**src/rtl/mult_pkg.sv**
```systemverilog
// mult_pkg: shared FSM state type and iteration/counter sizing for the sequential multiplier.
package mult_pkg;

    typedef enum logic [1:0] {IDLE, BUSY, SIGN, DONE} state_e;

    function automatic int n_iter(input int xlen, input int bpc);
        return xlen / bpc;
    endfunction

    // A single-iteration configuration still needs a 1-bit counter.
    function automatic int cnt_w(input int xlen, input int bpc);
        return (n_iter(xlen, bpc) > 1) ? $clog2(n_iter(xlen, bpc)) : 1;
    endfunction

    function automatic bit cfg_ok(input int xlen, input int bpc);
        return (xlen == 32 || xlen == 64) && bpc > 0 && (bpc & (bpc - 1)) == 0 && (xlen % bpc) == 0;
    endfunction

endpackage

```
**src/rtl/mult_step.sv**
```systemverilog
// mult_step: one radix-2^BPC iteration, acc + |A| * digit shifted to the digit's position.
module mult_step
    import mult_pkg::*;
#(
    parameter int XLEN = 32,
    parameter int BPC  = 8,
    parameter int CW   = cnt_w(XLEN, BPC)
) (
    input  logic [XLEN-1:0]   a_i,
    input  logic [BPC-1:0]    digit_i,
    input  logic [CW-1:0]     cnt_i,
    input  logic [2*XLEN-1:0] acc_i,
    output logic [2*XLEN-1:0] acc_o
);
    localparam int SW = CW + $clog2(BPC);

    logic [XLEN+BPC-1:0] pp;
    logic [SW-1:0]       sh;

    always_comb begin
        pp    = (XLEN+BPC)'(a_i) * (XLEN+BPC)'(digit_i);
        sh    = SW'(cnt_i) << $clog2(BPC);
        acc_o = acc_i + ((2*XLEN)'(pp) << sh);
    end

endmodule

```
**src/rtl/mult_seq_param.sv**
```systemverilog
// mult_seq_param: sequential MUL/MULH/MULHSU/MULHU, BITS_PER_CYCLE multiplier bits per cycle,
// with a one-entry product cache so a repeated operand pair answers in one cycle.
module mult_seq_param
    import mult_pkg::*;
#(
    parameter int XLEN           = 32,
    parameter int BITS_PER_CYCLE = 8
) (
    input  logic            clk_i,
    input  logic            rst_i,
    input  logic            req_valid_i,
    output logic            req_ready_o,
    input  logic [XLEN-1:0] op_A_i,
    input  logic [XLEN-1:0] op_B_i,
    input  logic            signed_A_i,
    input  logic            signed_B_i,
    input  logic            upper_i,
    input  logic            kill_i,
    output logic            rsp_valid_o,
    input  logic            rsp_ready_i,
    output logic [XLEN-1:0] result_o
);
    localparam int            N_ITER = n_iter(XLEN, BITS_PER_CYCLE);
    localparam int            CW     = cnt_w(XLEN, BITS_PER_CYCLE);
    localparam logic [CW-1:0] LAST   = CW'(N_ITER - 1);

    if (!cfg_ok(XLEN, BITS_PER_CYCLE)) begin : g_bad_cfg
        $error("mult_seq_param: XLEN must be 32 or 64 and BITS_PER_CYCLE a power of two dividing it");
    end

    state_e            state_q, state_d;
    logic [CW-1:0]     cnt_q, cnt_d;
    logic [XLEN-1:0]   a_mag_q, a_mag_d, b_mag_q, b_mag_d;
    logic              neg_q, neg_d, upper_q, upper_d;
    logic [2*XLEN-1:0] acc_q, acc_d, acc_step, prod_q, prod_d;
    logic [XLEN-1:0]   tag_a_q, tag_a_d, tag_b_q, tag_b_d;
    logic              tag_sa_q, tag_sa_d, tag_sb_q, tag_sb_d, cvalid_q, cvalid_d;
    logic [XLEN-1:0]   result_q, result_d;
    logic              accept, hit;

    assign accept      = state_q == IDLE && req_valid_i && !kill_i;
    assign hit         = cvalid_q && tag_a_q == op_A_i && tag_b_q == op_B_i &&
                         tag_sa_q == signed_A_i && tag_sb_q == signed_B_i;
    assign req_ready_o = state_q == IDLE;
    assign rsp_valid_o = state_q == DONE;
    assign result_o    = result_q;

    mult_step #(.XLEN(XLEN), .BPC(BITS_PER_CYCLE), .CW(CW)) u_step (
        .a_i     (a_mag_q),
        .digit_i (b_mag_q[BITS_PER_CYCLE-1:0]),
        .cnt_i   (cnt_q),
        .acc_i   (acc_q),
        .acc_o   (acc_step)
    );

    always_ff @(posedge clk_i or negedge rst_i) begin
        if (!rst_i) state_q <= IDLE;
        else        state_q <= state_d;
    end

    always_comb begin
        state_d = state_q;
        if (kill_i) state_d = IDLE;
        else begin
            case (state_q)
                IDLE: if (req_valid_i) state_d = hit ? DONE : BUSY;
                BUSY: if (cnt_q == LAST) state_d = SIGN;
                SIGN: state_d = DONE;
                DONE: if (rsp_ready_i) state_d = IDLE;
            endcase
        end
    end

    // The tag is written at a miss accept with the cache marked invalid, so it
    // only becomes usable once SIGN has stored the matching product.
    always_comb begin
        cnt_d    = cnt_q;
        a_mag_d  = a_mag_q;
        b_mag_d  = b_mag_q;
        neg_d    = neg_q;
        upper_d  = upper_q;
        acc_d    = acc_q;
        prod_d   = prod_q;
        tag_a_d  = tag_a_q;
        tag_b_d  = tag_b_q;
        tag_sa_d = tag_sa_q;
        tag_sb_d = tag_sb_q;
        cvalid_d = cvalid_q && !(kill_i && state_q != IDLE);
        result_d = result_q;
        if (accept) begin
            a_mag_d = (signed_A_i && op_A_i[XLEN-1]) ? -op_A_i : op_A_i;
            b_mag_d = (signed_B_i && op_B_i[XLEN-1]) ? -op_B_i : op_B_i;
            neg_d   = (signed_A_i && op_A_i[XLEN-1]) ^ (signed_B_i && op_B_i[XLEN-1]);
            upper_d = upper_i;
            cnt_d   = '0;
            acc_d   = '0;
            if (hit) result_d = upper_i ? prod_q[2*XLEN-1:XLEN] : prod_q[XLEN-1:0];
            else begin
                tag_a_d  = op_A_i;
                tag_b_d  = op_B_i;
                tag_sa_d = signed_A_i;
                tag_sb_d = signed_B_i;
                cvalid_d = 1'b0;
            end
        end
        if (state_q == BUSY) begin
            acc_d   = acc_step;
            b_mag_d = b_mag_q >> BITS_PER_CYCLE;
            cnt_d   = cnt_q + 1'b1;
        end
        if (state_q == SIGN && !kill_i) begin
            prod_d   = neg_q ? -acc_q : acc_q;
            cvalid_d = 1'b1;
            result_d = upper_q ? prod_d[2*XLEN-1:XLEN] : prod_d[XLEN-1:0];
        end
    end

    always_ff @(posedge clk_i or negedge rst_i) begin
        if (!rst_i) begin
            cnt_q    <= '0;
            a_mag_q  <= '0;
            b_mag_q  <= '0;
            neg_q    <= 1'b0;
            upper_q  <= 1'b0;
            acc_q    <= '0;
            prod_q   <= '0;
            tag_a_q  <= '0;
            tag_b_q  <= '0;
            tag_sa_q <= 1'b0;
            tag_sb_q <= 1'b0;
            cvalid_q <= 1'b0;
            result_q <= '0;
        end else begin
            cnt_q    <= cnt_d;
            a_mag_q  <= a_mag_d;
            b_mag_q  <= b_mag_d;
            neg_q    <= neg_d;
            upper_q  <= upper_d;
            acc_q    <= acc_d;
            prod_q   <= prod_d;
            tag_a_q  <= tag_a_d;
            tag_b_q  <= tag_b_d;
            tag_sa_q <= tag_sa_d;
            tag_sb_q <= tag_sb_d;
            cvalid_q <= cvalid_d;
            result_q <= result_d;
        end
    end

endmodule

```
**config.mk**
```make
export PLATFORM = sky130hd
export DESIGN_NAME = mult_seq_param
export DESIGN_NICKNAME = d
export VERILOG_FILES = /design/src/rtl/mult_pkg.sv /design/src/rtl/mult_step.sv /design/src/rtl/mult_seq_param.sv
export SDC_FILE = /design/constraint.sdc
export NUM_CORES = 2
export LEC_CHECK = 0
export ABC_AREA = 0
export BUFFER_PORTS_ARGS = -buffer_cell sky130_fd_sc_hd__buf_2
export CORE_ASPECT_RATIO = 0.9
export CORE_MARGIN = 4
export CORE_UTILIZATION = 64
export DETAILED_ROUTE_END_ITERATION = 12
export PLACE_DENSITY = 0.94
export SETUP_SLACK_MARGIN = 0.3
export SYNTH_ARGS = -nofsm -noshare
export SYNTH_HDL_FRONTEND = slang
export SYNTH_SLANG_ARGS = --single-unit
export TNS_END_PERCENT = 50
```
**constraint.sdc**
```tcl
create_clock -name clk_i -period 8.9 [get_ports clk_i]
set_input_delay 0.89 -clock clk_i [delete_from_list [all_inputs] [get_ports clk_i]]
set_output_delay 0.89 -clock clk_i [all_outputs]
set_load 0.01 [all_outputs]
```
==> results.toml <==
[global_route]
pin_count_of_the_biggest_net_entering_global_routing = 112
overflow = 0
grt_pass1_vias = 24855
grt_first_pass_wirelength_um = 132300
globalRouteTotalUtil_pct = 34.40
antenna_found_initial = 1

[floorplan]
number_of_top_level_pins = 106
initial_utilization_pct = 64.89
rows = 72
chip_height_um = 206.2
fp.dieW_um = 228.3
placeableCoreArea_sq_um = 43060
die_area_sq_um = 47070

[sta]
clock_period_minus_final_worst_setup_slack_ns = 8.288
rsz0062_at_grt = "false"
least_margin_pin_slew_ns = 1.358
final_layout_worst_hold_slack_ns = 0.3265
relSlewSlack_pct = 8.165
maxClockFrequency_mhz = 120.7
final-setup-viol-count = 0
timing_max_transition_violations_final = 0
final_hold_viol_count = 0
final.setup_skew_ns = 0.01850
final_setup_tns_ns = 0
min_period_over_period_pct = 93.12

[clocking]
numCtsBuffers = 31
clock_latency_ns = 0.60
clk_path_buf_depth = 3
cts_tree = "done"
cts_max_level = 1
hold_buffers = 0
clock_sinks = 297
root_buffer = "sky130_fd_sc_hd__clkbuf_16"
clk_transition_reported_paths_ns = 0.07

[detailed_routing]
average_wire_length_per_cell_after_detail_routing_um = 21.02
viasPerCell = 6.473
vias = 25387
drc = 0
initialDrtViolationCount = 3156
drt_pre_antenna_iters = 8
final_antenna_net_count = 0
routed_wl_um = 82440

[worst_setup_path]
cp_arrival_ns = 8.80
worstSetupPathType = "reg2reg"
timing.reg2reg.setup_slack_ns = 0.61
largest_stage_delay_on_the_critical_path_ns = 0.57
cp_slowest_cell = "sky130_fd_sc_hd__fa_1"
critical_path_required_ns = 9.41
path_max_fanout = 23
critical_path.startpoint_type = "flip-flop"
worst_setup_path_end_kind = "flip-flop"
worst_path_most_repeated_cell = "sky130_fd_sc_hd__fa_1"

[finish]
final_util_pct = 69.77
diodes = 0
synthToLayoutAreaGrowth_pct = 7.518
fraction_of_final_layout_cells_with_drive_strength_greater_than_1_pct = 9.296
num-nets-final = 3733

[yosys]
post-synth-top-area-fraction_pct = 26.60
synthesis.area_sq_um = 27940
yosysTopAreaCell = "sky130_fd_sc_hd__dfrtp_1"
synth-edff-count = 0
register_bit_count_reported_by_yosys = 297
yosysMostFrequentCell = "sky130_fd_sc_hd__nand2_1"
synth.yosys.warnings = 0
synth_flop_cell = "sky130_fd_sc_hd__dfrtp_1"
post_synth_most_frequent_cells = "sky130_fd_sc_hd__nand2_1, sky130_fd_sc_hd__o21ai_0, sky130_fd_sc_hd__dfrtp_1"
postSynth.asyncResetShare_pct = 100.0
leading_post_synthesis_cells_by_cell_area = "sky130_fd_sc_hd__dfrtp_1, sky130_fd_sc_hd__fa_1, sky130_fd_sc_hd__nand2_1"
syn_area_per_cell_sq_um = 8.381
synthesis.nets = 3725
gate_count_after_technology_mapping = 3334
ys_seq_area_share_pct = 26.60
yosys.cell_types.count = 82

[run_status]
outcome = "complete, no violations"

[place]
place_congestion = 1.016
portBuffers = 105
hpwl_um = 61170

[job]
timing.max_cap.violations = 0

[hold_path]
min-delay-path-class = "in2async"
sequential cells by signal, summed over array words and instances (netlist names):
name and flops:
cvalid_q 1, a_mag_q 32, prod_q 64, upper_q 1, neg_q 1, result_o 32, tag_b_q 32, b_mag_q 32
cnt_q 2, tag_a_q 32, state_q 2, tag_sb_q 1, tag_sa_q 1, acc_q 64
through the flow:
step | setup WS (ns) | cell area (sq um) | std cells
floorplan | 1.282 | 27940 | 3334
global placement | 0.6482 | 28830 | 3861
detailed placement | 0.4365 | 28830 | 3861
CTS | 0.3863 | 29880 | 3919
global route | 0.2800 | 30040 | 3922
finish | 0.6125 | 30040 | 3922
timing repair:
action                     4_1_cts  5_1_grt
setup endpoints to repair        0       18
buffers inserted                 0        3
gates resized for setup          0       34
metal layers:
metal,GRT usage (%),share of wire [%]
met4,13.47,4.6
met1,45.78,38
met3,6.436,11
met2,56.46,46
met5,0,0.018
kinds of logic (layout without fill, tap and decap cells):
| logic type | Yosys count | after routing | share of synthesized area (%) |
|---|---|---|---|
| fa+ha+maj | 319 | 319 | 19.15 |
| flops | 297 | 297 | 26.60 |
| simple gates | 1118 | 1118 | 19.06 |
| buf+inv | 432 | 465 | 5.933 |
| mux | 107 | 107 | 4.052 |
| compound gates | 805 | 805 | 17.18 |
| xor+xnor | 256 | 256 | 8.024 |
final cells by class:
class	count	area (sq um)
well taps	555	694.4
fillers	3081	13020
clock buffers	37	818.3
multi-input cells	2605	19010
flip-flops and latches	297	7442
repair buffers	149	877.1
clock inverters	21	234.0
inverters	258	968.4
cell usage in the layout, fill, tap and decap left out, types with 113 or more instances in the layout:
master,n
sky130_fd_sc_hd__nand2_1,545
sky130_fd_sc_hd__dfrtp_1,289
sky130_fd_sc_hd__xnor2_1,139
sky130_fd_sc_hd__xor2_1,113
sky130_fd_sc_hd__and2_1,219
sky130_fd_sc_hd__o21ai_0,335
sky130_fd_sc_hd__nor2_1,128
sky130_fd_sc_hd__a21oi_1,195
sky130_fd_sc_hd__inv_1,257
sky130_fd_sc_hd__fa_1,181
sky130_fd_sc_hd__ha_1,135
worst max-delay path: cells and delay by family, from the launching register on:
family | cells | cell delay [ns]
adder cells (fa/ha/maj) | 6 | 2.90
AND/OR/NAND/NOR | 9 | 2.08
AO/OA/AOI/OAI | 10 | 1.87
flip-flops | 1 | 0.49
buffers and inverters | 3 | 0.36
multiplexers | 1 | 0.30
XOR/XNOR | 1 | 0.19
path summary, 6_finish.rpt:
check / to / from / depth (start not counted)
min in group clk_i: prod_q[27] / prod_q[27] / 2
hold reg to reg: prod_q[27] / prod_q[27] / 2
max in group asynchronous: b_mag_q[6] / rst_i / 2
hold / removal: prod_q[51] / rst_i / 1
setup reg to reg: acc_q[61] / b_mag_q[4] / 30
setup / recovery: acc_q[61] / b_mag_q[4] / 30
Power is not shown: default switching activity piles up to over one toggle a cycle in this logic, so the estimate is an artifact.
